==> src/rtl/div_sequencer.sv <==
// Operand registering, settle timing and HI/LO capture around an external
// combinational signed divider, with a start/busy/done handshake.
module div_sequencer #(
    parameter int WIDTH         = 32,
    parameter int SETTLE_CYCLES = 2
) (
    input  logic               clk,
    input  logic               clr,
    input  logic               start,
    input  logic [WIDTH-1:0]   opa,
    input  logic [WIDTH-1:0]   opb,
    output logic [WIDTH-1:0]   div_a,
    output logic [WIDTH-1:0]   div_b,
    input  logic [2*WIDTH-1:0] div_result,
    output logic               busy,
    output logic               done,
    output logic               dbz,
    output logic [WIDTH-1:0]   hi,
    output logic [WIDTH-1:0]   lo
);

    typedef enum logic [1:0] {
        S_IDLE,
        S_SETTLE,
        S_DBZ,
        S_DONE
    } state_t;

    state_t           r_state;
    logic [3:0]       r_cnt;
    logic [WIDTH-1:0] r_div_a;
    logic [WIDTH-1:0] r_div_b;
    logic [WIDTH-1:0] r_hi;
    logic [WIDTH-1:0] r_lo;
    logic             r_busy;
    logic             r_done;
    logic             r_dbz;

    always_ff @(posedge clk) begin
        if (clr) begin
            r_state <= S_IDLE;
            r_cnt   <= '0;
            r_div_a <= '0;
            r_div_b <= '0;
            r_hi    <= '0;
            r_lo    <= '0;
            r_busy  <= 1'b0;
            r_done  <= 1'b0;
            r_dbz   <= 1'b0;
        end else begin
            case (r_state)
                S_IDLE, S_DONE: begin
                    r_done <= 1'b0;
                    if (start) begin
                        r_div_a <= opa;
                        r_div_b <= opb;
                        r_busy  <= 1'b1;
                        // A zero divisor never waits on the divider output.
                        if (opb == '0) begin
                            r_state <= S_DBZ;
                        end else begin
                            r_cnt   <= 4'(SETTLE_CYCLES - 1);
                            r_state <= S_SETTLE;
                        end
                    end else begin
                        r_state <= S_IDLE;
                    end
                end
                S_SETTLE: begin
                    if (r_cnt != 4'd0) begin
                        r_cnt <= r_cnt - 4'd1;
                    end else begin
                        r_hi    <= div_result[2*WIDTH-1:WIDTH];
                        r_lo    <= div_result[WIDTH-1:0];
                        r_dbz   <= 1'b0;
                        r_done  <= 1'b1;
                        r_busy  <= 1'b0;
                        r_state <= S_DONE;
                    end
                end
                S_DBZ: begin
                    // Dividend is taken from the operand register: opa may have moved on.
                    r_hi    <= r_div_a;
                    r_lo    <= '1;
                    r_dbz   <= 1'b1;
                    r_done  <= 1'b1;
                    r_busy  <= 1'b0;
                    r_state <= S_DONE;
                end
                default: r_state <= S_IDLE;
            endcase
        end
    end

    assign div_a = r_div_a;
    assign div_b = r_div_b;
    assign busy  = r_busy;
    assign done  = r_done;
    assign dbz   = r_dbz;
    assign hi    = r_hi;
    assign lo    = r_lo;

endmodule

==> config.mk <==
export PLATFORM = sky130hd
export DESIGN_NAME = div_sequencer
export DESIGN_NICKNAME = d
export VERILOG_FILES = /design/src/rtl/div_sequencer.sv
export SDC_FILE = /design/constraint.sdc
export NUM_CORES = 1
export LEC_CHECK = 0
export BUFFER_PORTS_ARGS = -buffer_cell sky130_fd_sc_hd__clkbuf_2
export CORE_MARGIN = 2
export CORE_UTILIZATION = 41
export CTS_CLUSTER_SIZE = 28
export DETAILED_ROUTE_END_ITERATION = 8
export GPL_TIMING_DRIVEN = 0
export PLACE_DENSITY = 0.78
export SLEW_MARGIN = 15
export SYNTH_ARGS = -nofsm -noshare
export SYNTH_HDL_FRONTEND = slang
export SYNTH_SLANG_ARGS = --single-unit
==> constraint.sdc <==
create_clock -name clk -period 1.69 [get_ports clk]
set_input_delay 0.2535 -clock clk [delete_from_list [all_inputs] [get_ports clk]]
set_output_delay 0.2535 -clock clk [all_outputs]
set_load 0.03 [all_outputs]
==> results.txt, run 1 <==
Worst Tran Pin Value: 795.0 ps
fin worst setup slack: -51.24 ps
largest net degree at the start of global routing: 17
number of cell instances on the worst register-to-register path: 8
largest clock skew in the final design: 8.992 ps
MaxCap Viol Count: 0
clk buf depth: 2
number of diodes: 0
fraction of synthesized cell area in xor and xnor cells: 0%
post-synthesis sequential area ratio: 51.78%
Net count, final: 999
worst slack at placement: -570.6 ps
portion of netlist area occupied by mux cells: 6.048%
GRT Overall Usage: 23.40%
initial core utilization: 41.97%
Worst EP required: 2000 ps
delay of the slowest cell on the worst path: 340 ps
Clk Tree Root Cell: sky130_fd_sc_hd__clkbuf_16
flip-flop cell with the highest count after synthesis: sky130_fd_sc_hd__dfxtp_1
number of clock buffers inserted by TritonCTS: 17
crit end category: register
count of endpoints failing setup in the final report: 8
Worst Hold Path EP: div_a[19]
H-tree levels: 4
Synth Area in Simple Gates: 14.79%
critical register-to-register path endpoint: lo[3]
switching power: 0.007180 W
combinational family with the most area after synthesis: compound AO/OA/AOI/OAI gates
post-synthesis instance total: 565
RePlAce Congestion: 0.8191
Netlist Area Pre-Place: 5296 sq um
iteration count of the initial detailed-routing pass: 5
Max Freq: 574.3 MHz
area fraction in compound gates after synthesis: 21.78%
combined flip-flop and latch cell area: 2750 sq um
Max Slew Vio Count: 0
post-synthesis net count: 700
number of antenna violations at the first check in global routing: 0
die outline width: 117.7 um
Synth Warn #: 0
Hold Crit Start: opa[19]
Min-Delay Path Class: primary input to register
DRC Markers: 0
fraction of final layout cells sized beyond drive strength 1: 50.74%
WL per Instance: 16.03 um
share of total power in sequential cells: 26.9%
number of cells on the worst hold path: 3
antenna viol nets, final: 0
share of the cycle needed by the critical path after routing: 103.0%
maximum fanout along the worst path: 6
logic gate share of total power: 48.7%
count of flip-flops with a built-in enable after synthesis: 0
Chip Height: 117.7 um
reg2reg start: r_cnt[0]
Synth Register Bits: 137
count of standard-cell rows: 41
Congestion Overflow GR: 0
CP cell instances: inv_2 -> ha_4 -> nor3b_4 -> and2_4 -> a21o_4 -> clkbuf_16 -> buf_8 -> o221a_4
area of the multi-input gates: 2629 sq um
number of violations reported at the end of detailed-routing iteration 0: 363
core utilization of the finished layout: 64.87%
wire length of the first global-routing pass: 25920 um
data arrival at the endpoint of the critical path: 2050 ps
async set-reset flop share out of synthesis: 0%
worst max-slew margin expressed relative to the limit: 47.00%
Vias: 5321
kind of critical path: register to register
endpoints failing hold: 0
maximum vdd ir drop: 0.8448 mV
Clk Latency, worst-skew pair: 420 ps
clock net sink count: 137
power density cells: 2186 nW/um^2
core area: 12620 sq um
final total negative setup slack: -256.2 ps
failing checks: negative setup slack
switching part of the total power: 40.13%
RSZ-0062 raised after global routing: yes
launching element type of the critical path: register
I/O pin count: 262
WL final: 16820 um
standby leakage power: 3.658 nW
Max stage delay cell, worst path: sky130_fd_sc_hd__dfxtp_2
post-detailed-route via-to-cell ratio: 5.072
clock share of power: 24.4%
vias in the first global route: 5063
cell internal power dissipation: 0.01071 W
average cell area after synthesis: 9.374 sq um
CTS tree: built
count of input and output buffers: 260
DP HPWL: 11870 um
number of unique standard cell types used by synthesis: 34
status: finished, violations left
post-CTS clock slew at the launch and capture registers of the worst setup and hold paths: 60 ps
time the final worst path needs with I/O delays and setup: 1741 ps
fill cell instance count of the final layout: 1040
Layout area overhead: 54.57%
minimum setup slack among reg-to-reg paths: -50 ps
adder-cell share of the synthesized area: 0.9450%
die area: 13840 sq um
cells in the mapped netlist (2+ instances only):
| cell | instances | area share [%] |
|---|---|---|
| sky130_fd_sc_hd__dfxtp_1 | 137 | 52 |
| sky130_fd_sc_hd__nand2_1 | 135 | 9.6 |
| sky130_fd_sc_hd__a21oi_1 | 69 | 6.5 |
| sky130_fd_sc_hd__nor2_1 | 38 | 2.7 |
| sky130_fd_sc_hd__mux2i_1 | 32 | 6.0 |
| sky130_fd_sc_hd__o221a_2 | 31 | 6.6 |
| sky130_fd_sc_hd__clkbuf_1 | 27 | 1.9 |
| sky130_fd_sc_hd__a211oi_2 | 20 | 4.7 |
| sky130_fd_sc_hd__a211oi_1 | 13 | 1.8 |
| sky130_fd_sc_hd__nor4_1 | 8 | 0.94 |
| sky130_fd_sc_hd__buf_1 | 7 | 0.50 |
| sky130_fd_sc_hd__inv_1 | 6 | 0.43 |
| sky130_fd_sc_hd__buf_2 | 5 | 0.47 |
| sky130_fd_sc_hd__buf_6 | 5 | 1.1 |
| sky130_fd_sc_hd__ha_1 | 4 | 0.94 |
| sky130_fd_sc_hd__and2_1 | 3 | 0.35 |
| sky130_fd_sc_hd__a31oi_1 | 2 | 0.24 |
| sky130_fd_sc_hd__buf_4 | 2 | 0.28 |
| sky130_fd_sc_hd__nand2b_1 | 2 | 0.24 |
| sky130_fd_sc_hd__nand4_1 | 2 | 0.24 |
| sky130_fd_sc_hd__nor3_1 | 2 | 0.19 |
| sky130_fd_sc_hd__o2bb2ai_1 | 2 | 0.33 |
| sky130_fd_sc_hd__or3_1 | 2 | 0.24 |
power by group through the flow:
stage	Sequential, W	Clock [W]	Combinational, W
after global routing	0.00492	0.00457	0.00930
after floorplan	0.00645	0	0.00365
after CTS	0.00476	0.00443	0.00790
after global placement	0.00479	0	0.00714
after detailed placement	0.00481	0	0.00724
final	0.00482	0.00436	0.00872
repair_timing:
action | CTS | global route
cloned | 1 | 2
setup buffers | 11 | 8
hold buffers | 0 | 0
pin swaps | 1 | 26
endpoints found under the setup margin | 132 | 95
gates resized for setup | 45 | 50
metal layers:
metal  GRT usage [%]  vias up  routed length [um]
met5               0        -                   0
met4           7.380        0                 243
met3           6.734       18                 976
met2           39.83      213                8376
met1           28.53     2492                7221
li1                -     2598                   -
worst max-delay path, delay by kind of cell, from the launching register on:
| kind | cells | cell delay [ps] |
|---|---|---|
| and+or+nand+nor | 2 | 330 |
| buffers and inverters | 3 | 350 |
| adders and majority gates | 1 | 140 |
| AOI/OAI and AO/OA | 2 | 470 |
| DFF | 1 | 340 |
worst max-delay path by stage:
stage	end	from	slack, ps
after CTS	hi[25]	r_cnt[0]	-20
after global routing	hi[1]	r_cnt[0]	-90
final	lo[3]	r_cnt[0]	-50
after global placement	div_a[14]	r_state[0]	-540
after detailed placement	div_b[31]	r_state[0]	-570
after floorplan	hi[11]	r_cnt[1]	-20
layout make-up:
| class | count | area share (%) |
|---|---|---|
| flip-flops and latches | 137 | 33.59 |
| multi-input cells | 376 | 32.11 |
| repair buffers | 282 | 18.77 |
| clock buffers | 22 | 6.037 |
| plain buffers | 44 | 4.004 |
| well taps | 172 | 2.629 |
| clock inverters | 10 | 2.583 |
| inverters | 6 | 0.2751 |
cell usage in the layout (no fill, tap or decap), types with 2 or more instances in the layout:
cell type and count:
sky130_fd_sc_hd__a211oi_1 5, sky130_fd_sc_hd__nor2_2 3, sky130_fd_sc_hd__nor2_1 18, sky130_fd_sc_hd__nor4_1 8
sky130_fd_sc_hd__buf_4 22, sky130_fd_sc_hd__inv_1 4, sky130_fd_sc_hd__nor3_1 2, sky130_fd_sc_hd__buf_12 4
sky130_fd_sc_hd__clkbuf_2 266, sky130_fd_sc_hd__and2_4 2, sky130_fd_sc_hd__clkbuf_1 14, sky130_fd_sc_hd__inv_2 2
sky130_fd_sc_hd__clkbuf_4 4, sky130_fd_sc_hd__buf_8 3, sky130_fd_sc_hd__bufinv_16 6, sky130_fd_sc_hd__buf_2 4
sky130_fd_sc_hd__o221a_4 5, sky130_fd_sc_hd__clkbuf_8 6, sky130_fd_sc_hd__a211oi_2 27, sky130_fd_sc_hd__buf_6 4
sky130_fd_sc_hd__nor2_4 17, sky130_fd_sc_hd__o2bb2ai_1 2, sky130_fd_sc_hd__dfxtp_1 133, sky130_fd_sc_hd__clkbuf_16 19
sky130_fd_sc_hd__a21oi_1 68, sky130_fd_sc_hd__dfxtp_2 3, sky130_fd_sc_hd__mux2i_1 31, sky130_fd_sc_hd__nand4_1 2
sky130_fd_sc_hd__nand2_1 133, sky130_fd_sc_hd__o221a_2 26, sky130_fd_sc_hd__clkinvlp_4 3, sky130_fd_sc_hd__ha_4 3
logic make-up (layout without fill, tap and decap cells):
| group | count (synthesis) | after routing |
|---|---|---|
| AO/OA/AOI/OAI | 146 | 146 |
| adder cells (fa/ha/maj) | 4 | 4 |
| buffers and inverters | 52 | 364 |
| flip-flops | 137 | 137 |
| multiplexers | 32 | 32 |
| AND/OR/NAND/NOR | 194 | 194 |
sequential cells by signal, indices dropped and copies added, names as in the netlist:
signal / count
lo: 32
hi: 32
busy: 1
div_b: 32
r_state: 2
dbz: 1
div_a: 32
done: 1
r_cnt: 4
stage by stage:
step	total power, W	area (sq um)	instances	hold slack, ps
after floorplan	0.01010	5449	565	389.5
after global placement	0.01193	6965	997	441.1
after detailed placement	0.01205	6965	997	448.8
after CTS	0.01709	7906	1040	35.33
after global routing	0.01879	8187	1049	49.08
final	0.01789	8187	1049	50.02
(Power assumes the default switching activity.)
==> run 2: changes to the inputs <==
--- a/config.mk
+++ b/config.mk
@@ -6,8 +6,10 @@
 export NUM_CORES = 1
 export LEC_CHECK = 0
 export BUFFER_PORTS_ARGS = -buffer_cell sky130_fd_sc_hd__clkbuf_2
+export CELL_PAD_IN_SITES_DETAIL_PLACEMENT = 1
+export CELL_PAD_IN_SITES_GLOBAL_PLACEMENT = 2
 export CORE_MARGIN = 2
-export CORE_UTILIZATION = 41
+export CORE_UTILIZATION = 23
 export CTS_CLUSTER_SIZE = 28
 export DETAILED_ROUTE_END_ITERATION = 8
 export GPL_TIMING_DRIVEN = 0
==> results.txt, run 2 (same netlist as run 1, synthesis figures left out) <==
RePlAce Congestion: 0.7769 (was 0.8191)
largest clock skew in the final design: 7.263 ps (was 8.992 ps)
cell mode on critical path: sky130_fd_sc_hd__buf_12
share of the cycle needed by the critical path after routing: 103.6% (was 103.0%)
maximum fanout along the worst path: 8 (was 6)
post-detailed-route via-to-cell ratio: 4.537 (was 5.072)
kind of cell with the highest combined delay on the critical path: compound AO/OA/AOI/OAI gates (unchanged)
status: finished, violations left (unchanged)
largest net degree at the start of global routing: 17 (unchanged)
number of violations reported at the end of detailed-routing iteration 0: 165 (was 363)
DRC Markers: 0 (unchanged)
Layout area overhead: 53.15% (was 54.57%)
die area: 24260 sq um (was 13840 sq um)
Min-Delay Path Class: primary input to register (unchanged)
power density cells: 2121 nW/um^2 (was 2186 nW/um^2)
standby leakage power: 3.578 nW (was 3.658 nW)
data arrival at the endpoint of the critical path: 2050 ps (about the same)
WL final: 19670 um (was 16820 um)
count of endpoints failing setup in the final report: 27 (was 8)
number of diodes: 0 (unchanged)
delay of the slowest cell on the worst path: 340 ps (about the same)
Net count, final: 995 (was 999)
count of standard-cell rows: 55 (was 41)
vias in the first global route: 5280 (was 5063)
die outline width: 155.8 um (was 117.7 um)
H-tree levels: 4 (unchanged)
RSZ-0062 raised after global routing: yes (unchanged)
WL per Instance: 17.00 um (was 16.03 um)
worst max-slew margin expressed relative to the limit: 53.12% (was 47.00%)
MaxCap Viol Count: 0 (unchanged)
kind of critical path: register to register (unchanged)
Worst EP required: 1990 ps (was 2000 ps)
I/O pin count: 262 (unchanged)
Vias: 5249 (was 5321)
clk buf depth: 2 (unchanged)
Chip Height: 155.8 um (was 117.7 um)
endpoints failing hold: 0 (unchanged)
number of clock buffers inserted by TritonCTS: 17 (unchanged)
DP HPWL: 14870 um (was 11870 um)
Congestion Overflow GR: 0 (unchanged)
maximum vdd ir drop: 0.6732 mV (was 0.8448 mV)
antenna viol nets, final: 0 (unchanged)
core utilization of the finished layout: 35.83% (was 64.87%)
count of input and output buffers: 260 (unchanged)
number of antenna violations at the first check in global routing: 0 (unchanged)
crit end category: register (unchanged)
GRT Overall Usage: 15.76% (was 23.40%)
Max Slew Vio Count: 0 (unchanged)
post-CTS clock slew at the launch and capture registers of the worst setup and hold paths: 60 ps (about the same)
time the final worst path needs with I/O delays and setup: 1751 ps (was 1741 ps)
leading cell type in the layout, fill and taps excluded: sky130_fd_sc_hd__clkbuf_2 (unchanged)
launching element type of the critical path: register (unchanged)
fin worst setup slack: -60.72 ps (was -51.24 ps)
fraction of final layout cells sized beyond drive strength 1: 49.31% (was 50.74%)
worst slack at placement: -748.0 ps (was -570.6 ps)
Max Freq: 571.2 MHz (was 574.3 MHz)
buffer and inverter count on the worst path: 3 (unchanged)
CP cell instances: inv_2 -> ha_4 -> nor3b_4 -> nand2b_4 -> a21o_4 -> buf_12 -> buf_12 -> o221a_2 (was inv_2 -> ha_4 -> nor3b_4 -> and2_4 -> a21o_4 -> clkbuf_16 -> buf_8 -> o221a_4)
core area: 22640 sq um (was 12620 sq um)
wire length of the first global-routing pass: 29630 um (was 25920 um)
Max stage delay cell, worst path: sky130_fd_sc_hd__dfxtp_2 (unchanged)
clock net sink count: 137 (unchanged)
Worst Tran Pin Value: 703.1 ps (was 795.0 ps)
top library cells by usage in the layout, fill and taps aside: sky130_fd_sc_hd__clkbuf_2, sky130_fd_sc_hd__nand2_1, sky130_fd_sc_hd__dfxtp_1 (unchanged)
iteration count of the initial detailed-routing pass: 4 (was 5)
failing checks: negative setup slack (unchanged)
Tot Pwr: 0.01721 W (was 0.01789 W)
Clk Latency, worst-skew pair: 410 ps (was 420 ps)
Clk Tree Root Cell: sky130_fd_sc_hd__clkbuf_16 (unchanged)
CTS tree: built (unchanged)
initial core utilization: 23.39% (was 41.97%)
[run 2: worst paths after layout]
| path | from | endpoint | slack [ps] | cells after the start |
|---|---|---|---|---|
| worst max-delay path | r_cnt[0] | lo[3] | -60 | 8 |
| worst min-delay path | opa[1] | div_a[1] | 60 | 3 |
| worst max register to register | r_cnt[0] | lo[3] | -60 | 8 |
| worst min register to register | div_b[26] | div_b[26] | 460 | 2 |
[run 2: area by class of cell]
cell class	count	area, sq um
fillers	2683	14530
flip-flops and latches	137	2750
multi-input cells	376	2527
repair buffers	277	1495
clock buffers	20	456.7
well taps	285	356.6
plain buffers	45	332.8
clock inverters	11	170.2
inverters	6	22.52
[run 2: power breakdown]
group | total, W | switching [W] | internal, W
Clock | 0.00400 | 0.00146 | 0.00255
Combinational | 0.00842 | 0.00511 | 0.00331
Sequential | 0.00478 | 0.000593 | 0.00419
Total | 0.0172 | 0.00716 | 0.0100
[run 2: per-layer routing]
metal	GRT usage (%)	wire length, um	vias up
met3	4.389	1061	22
met1	19.86	8875	2495
met2	26.25	9369	151
met5	0	0	-
li1	-	-	2581
met4	4.718	366	0
[run 2: stage by stage]
step           std cells  setup TNS (ps)  hold slack, ps  instance area [sq um]
2_1_floorplan        565          -19.25           389.5                   5449
3_3_place_gp        1110          -55810           441.6                   7107
3_5_place_dp        1110          -59030           450.7                   7107
4_1_cts             1150          -678.2           40.78                   7930
5_1_grt             1157           -4884           51.61                   8112
6_report            1157          -424.6           63.66                   8112
[run 2: timing repair]
item                       CTS  global route
resized for setup           41            31
pin swaps                    2            23
cloned                       1             1
setup endpoints to repair  133           127
hold buffers                 0             0
setup buffers                9             6
[run 2: worst reg2reg max path: cells and delay by family, from the launching register on]
family	cells	cell delay [ps]
adders and majority gates	1	140
and+or+nand+nor	2	320
AOI/OAI and AO/OA	2	490
buffers and inverters	3	340
DFF	1	340
